### src/rtl/muldiv_sequencer.sv
// muldiv_sequencer: starts the shared mul/div unit and stalls F/D/E until its result is valid.
// Optional MULDIV_EARLY_OUT_EN adds MdDone so the unit can finish before the fixed latency.
module muldiv_sequencer #(
  parameter int MUL_CYCLES = 4,
  parameter int DIV_CYCLES = 32
) (
  input  logic clk,
  input  logic reset,
  input  logic StartMulE,
  input  logic StartDivE,
  input  logic CondExE,
  input  logic LDRstallIn,
`ifdef MULDIV_EARLY_OUT_EN
  input  logic MdDone,
`endif
  output logic MdStart,
  output logic MdOpDiv,
  output logic StallF,
  output logic StallD,
  output logic StallE,
  output logic FlushM,
  output logic FlushE,
  output logic ResultValidE,
  output logic Busy
);
  localparam int MAX_CYCLES = (MUL_CYCLES > DIV_CYCLES) ? MUL_CYCLES : DIV_CYCLES;
  localparam int CNT_W = $clog2(MAX_CYCLES + 1);
  localparam logic [CNT_W-1:0] ONE = CNT_W'(1);
  typedef enum logic [1:0] {IDLE, RUN, DONE} state_t;
  state_t state, state_n;
  logic [CNT_W-1:0] cnt, cnt_n, n;
  logic opdiv, opdiv_n, req, md_stall, start, valid, early;
  assign req = (StartMulE | StartDivE) & CondExE;
  assign n = StartDivE ? CNT_W'(DIV_CYCLES) : CNT_W'(MUL_CYCLES);
`ifdef MULDIV_EARLY_OUT_EN
  assign early = MdDone;
`else
  assign early = 1'b0;
`endif
  // req is only looked at in IDLE, so the op still visible in E during DONE never retriggers
  always_comb begin
    state_n = state;
    cnt_n = cnt;
    opdiv_n = opdiv;
    md_stall = 1'b0;
    start = 1'b0;
    valid = 1'b0;
    case (state)
      IDLE: if (req) begin
        start = 1'b1;
        md_stall = 1'b1;
        cnt_n = n - ONE;
        opdiv_n = StartDivE;
        state_n = (n == ONE) ? DONE : RUN;
      end
      RUN: begin
        md_stall = 1'b1;
        cnt_n = cnt - ONE;
        state_n = (cnt == ONE || early) ? DONE : RUN;
      end
      DONE: begin
        valid = 1'b1;
        state_n = LDRstallIn ? DONE : IDLE;
      end
      default: state_n = IDLE;
    endcase
  end
  always_ff @(posedge clk or negedge reset) begin
    if (!reset) begin
      state <= IDLE;
      cnt <= '0;
      opdiv <= 1'b0;
    end else begin
      state <= state_n;
      cnt <= cnt_n;
      opdiv <= opdiv_n;
    end
  end
  // reset also silences the combinational load-use pass-through
  assign MdStart = reset & start;
  assign MdOpDiv = reset & start & StartDivE;
  assign StallF = reset & (md_stall | LDRstallIn);
  assign StallD = reset & (md_stall | LDRstallIn);
  assign StallE = reset & md_stall;
  assign FlushM = reset & md_stall;
  assign FlushE = reset & LDRstallIn & ~md_stall;
  assign ResultValidE = reset & valid;
  assign Busy = reset & (state != IDLE);
endmodule

### config.mk
export PLATFORM = sky130hd
export DESIGN_NAME = muldiv_sequencer
export DESIGN_NICKNAME = d
export VERILOG_FILES = /design/src/rtl/muldiv_sequencer.sv
export SDC_FILE = /design/constraint.sdc
export NUM_CORES = 1
export LEC_CHECK = 0
export ABC_AREA = 1
export CORE_MARGIN = 4
export CORE_UTILIZATION = 40
export CTS_CLUSTER_DIAMETER = 120
export DETAILED_ROUTE_END_ITERATION = 10
export GPL_TIMING_DRIVEN = 0
export PLACE_DENSITY = 0.71
export SLEW_MARGIN = 10
export SYNTH_ARGS = -nofsm -noshare
export SYNTH_HDL_FRONTEND = slang
export SYNTH_SLANG_ARGS = --single-unit
### constraint.sdc
create_clock -name clk -period 1.3 [get_ports clk]
set_clock_uncertainty 0.1 [all_clocks]
set_input_delay 0.26 -clock clk [delete_from_list [all_inputs] [get_ports clk]]
set_output_delay 0.26 -clock clk [all_outputs]
set_load 0.005 [all_outputs]
==> reports/summary.md, run 1 <==
Summed over all cells, the static leakage comes to 0.4791 nW. The logs give 0.4245 for the effective utilization at floorplan and 0 for the number of synthesis warnings. The tool flagged a number of max-cap violations equal to 0. In this run the clock root is driven by a sky130_fd_sc_hd__clkbuf_4.

After synthesis, the cell types taking the most area are sky130_fd_sc_hd__dfrtp_1 37%, sky130_fd_sc_hd__nand2_1 12%, sky130_fd_sc_hd__nor2_1 8.9%. The checks that failed: negative setup slack. The number of global-route vias before repair is 637, and the power per unit of standard cell area is 1979 nW/um^2. The share of the synthesized area in the top cell type came out at 0.3670. The run gives 0.1841 as the overall track demand over capacity in global routing. The capturing element type of the critical path was a primary output.

Weighted congestion reported at the end of routability-driven placement: 0.7457. The startpoint of the worst register-to-register path was state[0]$_DFFE_PN0P_. By startpoint and endpoint, the worst setup path is classified as register to primary output. The logs give 0 for the count of final max-slew check failures and 2711 um for the global-route wire length before repair.

The headroom to the max-slew limit was 0.7264. Global routing finished with a remaining overflow of 0. The number of I/O pins came out at 15. The shortest clock period the worst path allows after layout came out at 1.782 ns. In the routed layout, each cell is associated on average with a via count of 4.929. The count of port buffers added during placement was 14. The share of the clock period used by the worst path was 1.371. TritonCTS built the clock tree. Most frequent cell on the critical path: sky130_fd_sc_hd__buf_6. Startpoint type of the worst setup path: a register.

The overall die height works out to 44.93 um. Of all nets on the critical path, the largest fanout is 5. The clock edge transition at the registers on the reported setup and hold paths is 0.06 ns, and the maximum achievable frequency is 561.2 MHz.

The pre-antenna-repair detailed-routing pass consisted of 4 iterations. The number of cells traversed by the worst register-to-register path was 8. The routed layout has 626 vias.

The clock buffer count from CTS is 3. The largest net degree at the start of global routing was 10. The tools report the post-synthesis instance total as 78. The number of different library cells used by synthesis comes to 16. Setup total negative slack on the finished layout was measured at -3.517 ns. Summing every instance area after synthesis gives 545.5 um^2. The count of nets left with antenna violations once routing finished came out at 0. The worst hold path class was input pin to async pin. The final layout contains routed wiring with a total length of 1657 um.

For the DRC marker count from the first detailed-route iteration, the log shows 12. Walking the worst path, the cells encountered are nor2_2 > nand3_2 > buf_8 > a21oi_4 > buf_6 > buf_6. The tools report the slack of the critical path as -0.4818 ns.

Number of nets produced by synthesis: 86. Setup repair after global routing could not meet its margin everywhere. The data arrival at the endpoint of the critical path came out at 1.42 ns. The later pin in the worst-skew pair is clocked with a latency of 0.26 ns. The logs give 0.001164 V for the maximum resistive drop on vdd and 0 for the count of endpoints failing hold in the final timing report. In this run the critical register-to-register path is captured at cnt[5]$_DFFE_PN0P_. Synthesis inferred 8 register bits. After floorplanning, the core was divided into 13 placement rows. The die is 44.93 um wide. Counting along the longest clock path gives a buffer depth of 2.

The detailed-route wire length per cell is 13.05 um. The setup check on the worst reg-to-reg path leaves a slack of -0.05 ns. Depth of the CTS H-tree: 1. The slowest cell on the critical path is sky130_fd_sc_hd__dfrtp_1. The HPWL after detailed placement is 960.5 um. The tools report the post-synthesis sequential area ratio as 0.3670.

Maximum cell stage delay along the critical path: 0.39 ns. The die covers 2019 um^2. The number of antenna diodes in the final layout is 0. Share of cells above drive strength 1: 0.4732. At the end of the flow, the number of nets in the layout was 122. Averaged over all synthesized cells, the footprint is 6.994 um^2.

For this run, design rule violations remaining after detail routing come to 0. The run finished, with violations left. The core area is 1285 um^2.

The biggest area contributor in the post-synthesis netlist is sky130_fd_sc_hd__dfrtp_1. Setup violations remaining at the end of the flow were counted as 13. The number of antenna violations at the first check in global routing was 0; the CTS sink count was 8. The slew of the pin with the lowest slew margin works out to 0.4090 ns. From synthesis to final layout, the design area changed by 66.28%.

The finished layout holds 127 standard cells, fillers aside. In this run, placement finished with an instance count of 107. Across all hold checks on the routed design, the worst slack comes to 0.4170 ns. STA puts the critical path data required time at 0.94 ns.
## kinds of logic (layout without fill, tap and decap cells)
group,after synthesis,after routing,synth area share
buf+inv,15,49,0.1307
fa+ha+maj,2,2,0.04586
flops,8,8,0.3670
simple gates,48,48,0.4106
compound gates,5,5,0.04586
## layer usage
| metal | track usage | wire length [um] | up-vias |
|---|---|---|---|
| li1 | - | - | 312 |
| met1 | 0.2225 | 688 | 290 |
| met2 | 0.3192 | 869 | 20 |
| met3 | 0.03586 | 65 | 4 |
| met4 | 0.07018 | 34 | 0 |
| met5 | 0 | 0 | - |
## critical path: cells and delay by family, from the launching register on
family	cells	cell delay, ns
buffers and inverters	3	0.34
AND/OR/NAND/NOR	2	0.28
flip-flops	1	0.39
AO/OA/AOI/OAI	1	0.15
## through the flow
stage               power [mW]  instance area (um^2)  utilization  worst slack, ns
CTS                      1.667                 852.1       0.6631          -0.4486
global route             1.959                 907.1       0.7059          -0.5666
finish                   1.795                 907.1       0.7059          -0.4818
floorplan                1.012                 564.3            -          -0.1180
detailed placement       1.257                 723.2       0.5628           -1.118
global placement         1.231                 723.2       0.5628           -1.110
## cells in the mapped netlist, drive strengths merged
master   n
a21oi    1
buf      3
o21ai    4
dfrtp    8
ha       2
nor3     2
nand4    2
nand2   19
inv     12
nand3    9
nor2    16
## cell type report
cell class | instances | area, um^2
clock buffers | 3 | 22.52
repair buffers | 31 | 245.2
plain buffers | 3 | 33.78
flip-flops and latches | 8 | 200.2
multi-input cells | 55 | 337.8
inverters | 12 | 48.80
well taps | 15 | 18.77
fillers | 106 | 377.9
## state kept, by name (all words and copies together) (netlist names)
| name | cells |
|---|---|
| cnt | 6 |
| state | 2 |
## cells in the final DEF, fill, tap and decap left out, drive strengths merged
cell type	instances
nand2	19
ha	2
nor2	16
dfrtp	8
dlygate4sd3	1
nand4	2
clkdlybuf4s50	2
clkinvlp	1
nand3	9
o21ai	4
nor3	2
a21oi	1
dlygate4sd2	2
buf	29
inv	11
clkbuf	3
## worst max-delay path by stage
stage                              start  endpoint  slack [ns]  cells past startpoint
finish              state[0]$_DFFE_PN0P_    StallE       -0.48                      6
global route        state[0]$_DFFE_PN0P_    StallF       -0.57                      7
floorplan           state[0]$_DFFE_PN0P_    StallF       -0.12                      7
detailed placement                 reset    StallF       -1.12                      5
global placement                   reset    StallF       -1.11                      5
CTS                 state[1]$_DFFE_PN0P_    StallE       -0.45                      6
## what timing repair did
action                                 CTS  global route
setup endpoints to repair               13            15
pin swaps                                8             4
endpoints found under the hold margin    8             0
setup buffers                           14             4
hold buffers                             1             0
gates resized for setup                 56            12
## where the power goes
group	internal (mW)	switching (mW)	leakage, nW
Clock	0.106	0.0926	0.0138
Sequential	0.365	0.0976	0.0970
Combinational	0.551	0.583	0.368
Power figures use the tool's default switching activity.
==> run 2: changes to the inputs <==
- SKIP_CTS_REPAIR_TIMING: default -> 1
==> reports/summary.md, run 2 (synthesis gave the netlist of run 1 again) <==
The tools report the post-route cell area as 822.0 um^2 (was 907.1 um^2). The weighted congestion reported at the end of routability-driven placement is 0.7457 (unchanged), and the headroom to the max-slew limit is 0.7277 (was 0.7264). Most frequent cells in the layout: 16 x sky130_fd_sc_hd__nand2_1, 13 x sky130_fd_sc_hd__nor2_1, 8 x sky130_fd_sc_hd__nand3_1 (was 15 x sky130_fd_sc_hd__nand2_1, 13 x sky130_fd_sc_hd__buf_4, 10 x sky130_fd_sc_hd__nor2_1, 8 x sky130_fd_sc_hd__dfrtp_1, 8 x sky130_fd_sc_hd__buf_2). Number of vias per cell after detailed routing: 4.916 (was 4.929). For the count of endpoints failing hold in the final timing report, the log shows 0 (unchanged). The total global routing overflow is 0 (unchanged), and the count of final max-slew check failures is 0 (unchanged). Shortest clock period the worst path allows after layout: 1.817 ns (was 1.782 ns). The overall routed net length was 1415 um (was 1657 um); the maximum cell stage delay along the critical path was 0.43 ns (was 0.39 ns). The slew of the pin with the lowest slew margin is 0.4072 ns (was 0.4090 ns).

Crit path cell chain: buf_6 > nor2_4 > inv_4 > nand2_2 > nor2_1 > nor2_1 > buf_4 > buf_6 (was nor2_2 > nand3_2 > buf_8 > a21oi_4 > buf_6 > buf_6). The run gives 534 (was 637) as the number of global-route vias before repair. For the cell-internal power, the log shows 0.9088 mW (was 1.022 mW).

Failing checks: negative setup slack (unchanged). The area of the die was 2019 um^2 (unchanged); the switching share of total power was 0.4333 (was 0.4307). The overall die height came out at 44.93 um (unchanged).

Core area: 1285 um^2 (unchanged). For the final hold slack, the log shows 0.2732 ns (was 0.4170 ns). The final antenna-violating net count is 0 (unchanged). The total power after layout was 1.604 mW (was 1.795 mW); the HPWL after detailed placement was 960.5 um (unchanged).

The length of the first detailed-routing pass in iterations is 4 (unchanged), and the net switching power figure is 0.6949 mW (was 0.7732 mW). The met2 track utilization from global routing was 0.2288 (was 0.3192); the DRC marker count from the first detailed-route iteration was 20 (was 12). The largest net degree at the start of global routing was 11 (was 10). The number of flip-flops in the largest register came out at 6 (unchanged). The run gives 0.295 (was 0.257) as the sequential group share of total power. The slowest cell on the critical path was sky130_fd_sc_hd__dfrtp_2 (was sky130_fd_sc_hd__dfrtp_1).

The cell class contributing the biggest share of worst-path delay was flip-flops (unchanged). The run gives 0.1519 (was 0.1841) as the overall track demand over capacity in global routing. The clock network latency to the later pin of the worst-skew pair is 0.26 ns (about the same), and the area growth from synthesis to final layout is 50.69% (was 66.28%). The met1 track demand over resource was 0.1950 (was 0.2225).

The run gives -0.5168 ns (was -0.4818 ns) as the slack of the critical path. The run gives 1 (unchanged) as the depth of the CTS H-tree. The count of port buffers added during placement was 14 (unchanged); the number of antenna violations at the first check in global routing was 0 (unchanged). The data required time at the worst endpoint came out at 0.94 ns (about the same). Setup repair after global routing could not meet its margin everywhere.

The share of the clock period used by the worst path was 1.398 (was 1.371); the number of I/O pins was 15 (unchanged). Largest regs: cnt: 6 flops, state: 2 flops (unchanged). The power per unit of standard cell area was 1951 nW/um^2 (was 1979 nW/um^2). Worst hold path stage count: 3. The run finished, with violations left. The data arrival at the endpoint of the critical path is 1.46 ns (was 1.42 ns).

The run gives 8 (unchanged) as the CTS sink count. The largest buffer count on any clock path was 2 (unchanged); the number of nets in the finished design was 114 (was 122). The number of cells traversed by the worst register-to-register path is 7 (was 8). The clock buffer count from CTS was 3 (unchanged). The tools report the maximum resistive drop on vdd as 0.001065 V (was 0.001164 V).

The tools report the startpoint type of the worst setup path as a register (unchanged). The part of the power in combinational logic is 0.584 (was 0.632), and the critical path depth is 8 (was 6). The tools report the global routing met3 resource utilization as 0.03984 (was 0.03586). The floorplan row count is 13 (unchanged).

The tools report the slack of the worst reg-to-reg path as -0.06 ns (was -0.05 ns). Worst hold path class: input pin to register (was input pin to async pin). The effective utilization at floorplan is 0.4245 (unchanged), and the count of buffer and inverter cells on the critical path is 4 (was 3).

The global-route wire length before repair is 2194 um (was 2711 um). The logs give 723.2 um^2 (unchanged) for the instance area at placement and 0 (unchanged) for the count of unresolved DRC violations after routing. The number of endpoints failing setup at the final stage was 12 (was 13). Category of the most critical setup path: register to primary output (unchanged). The clock edge transition at the registers on the reported setup and hold paths works out to 0.06 ns (about the same). The buffer cell driving the clock tree root is sky130_fd_sc_hd__clkbuf_4 (unchanged). Share of cells above drive strength 1: 0.3558 (was 0.4732). The tools report the vias after detailed routing as 585 (was 626).

TritonCTS built the clock tree. Top register by number of flip-flops: cnt (unchanged). The number of antenna cells inserted was 0 (unchanged); the detailed-route wire length per cell was 11.89 um (was 13.05 um).

Cell leakage power: 0.4610 nW (was 0.4791 nW). The capturing element type of the critical path is a primary output (unchanged). The largest fanout on the critical path works out to 4 (was 5). The maximum achievable frequency was 550.4 MHz (was 561.2 MHz); the part of the power in the clock network was 0.122 (was 0.111).

Leading cell type in the layout, fill and taps excluded: sky130_fd_sc_hd__nand2_1 (unchanged). The busiest layer in global routing was met2 (unchanged). The die outline width was 44.93 um (unchanged). The reported max-cap violation count is 0 (unchanged).
## run 2: cell count changes in the layout (fill, tap and decap cells not counted), sizes merged
cell | before | now
buf | 29 | 14
clkbuf | 3 | 8
clkdlybuf4s50 | 2 | 3
clkinvlp | 1 | 0
dlygate4sd2 | 2 | 0
dlymetal6s2s | 0 | 3
inv | 11 | 12
## run 2: power groups by stage
| stage | Clock, mW | Combinational (mW) | Sequential (mW) |
|---|---|---|---|
| CTS | 0.202 | 0.797 | 0.464 |
| finish | 0.195 | 0.936 | 0.473 |
| detailed placement | 0 | 0.789 | 0.468 |
| global placement | 0 | 0.770 | 0.462 |
| floorplan | 0 | 0.569 | 0.443 |
| global route | 0.218 | 1.07 | 0.493 |
## run 2: worst paths after layout
check,start,end
max,state[1]$_DFFE_PN0P_,StallF
min,StartDivE,cnt[4]$_DFFE_PN0P_
max reg2reg,state[1]$_DFFE_PN0P_,cnt[5]$_DFFE_PN0P_
min reg2reg,cnt[1]$_DFFE_PN0P_,cnt[1]$_DFFE_PN0P_
max in group asynchronous,reset,state[1]$_DFFE_PN0P_
min in group asynchronous,reset,state[0]$_DFFE_PN0P_
## run 2: layout make-up
type                    instances  area [um^2]
plain buffers                   3        33.78
clock buffers                   3        22.52
fillers                       125        462.9
inverters                      12        47.55
multi-input cells              55        300.3
flip-flops and latches          8        201.4
well taps                      15        18.77
repair buffers                 23        197.7
## run 2: metal layers
metal | share of wire | routed length, um
met1 | 0.42 | 600
met4 | 0.020 | 28
met3 | 0.032 | 45
met2 | 0.52 | 741
met5 | 0 | 0
## run 2: metrics by stage
| stage | setup slack, ns | cells | setup TNS (ns) | utilization |
|---|---|---|---|---|
| 6_report | -0.5168 | 119 | -3.445 | 0.6397 |
| 3_3_place_gp | -1.110 | 107 | -10.86 | 0.5628 |
| 3_5_place_dp | -1.118 | 107 | -11.16 | 0.5628 |
| 5_1_grt | -0.6268 | 119 | -4.574 | 0.6397 |
| 2_1_floorplan | -0.1180 | 78 | -0.2169 | - |
| 4_1_cts | -1.142 | 110 | -9.753 | 0.5803 |
## run 2: worst min-delay path, stage by stage
cell and delay (ns):
sky130_fd_sc_hd__dlymetal6s2s_1 0.14, sky130_fd_sc_hd__nand4_1 0.10, sky130_fd_sc_hd__nand3_1 0.09
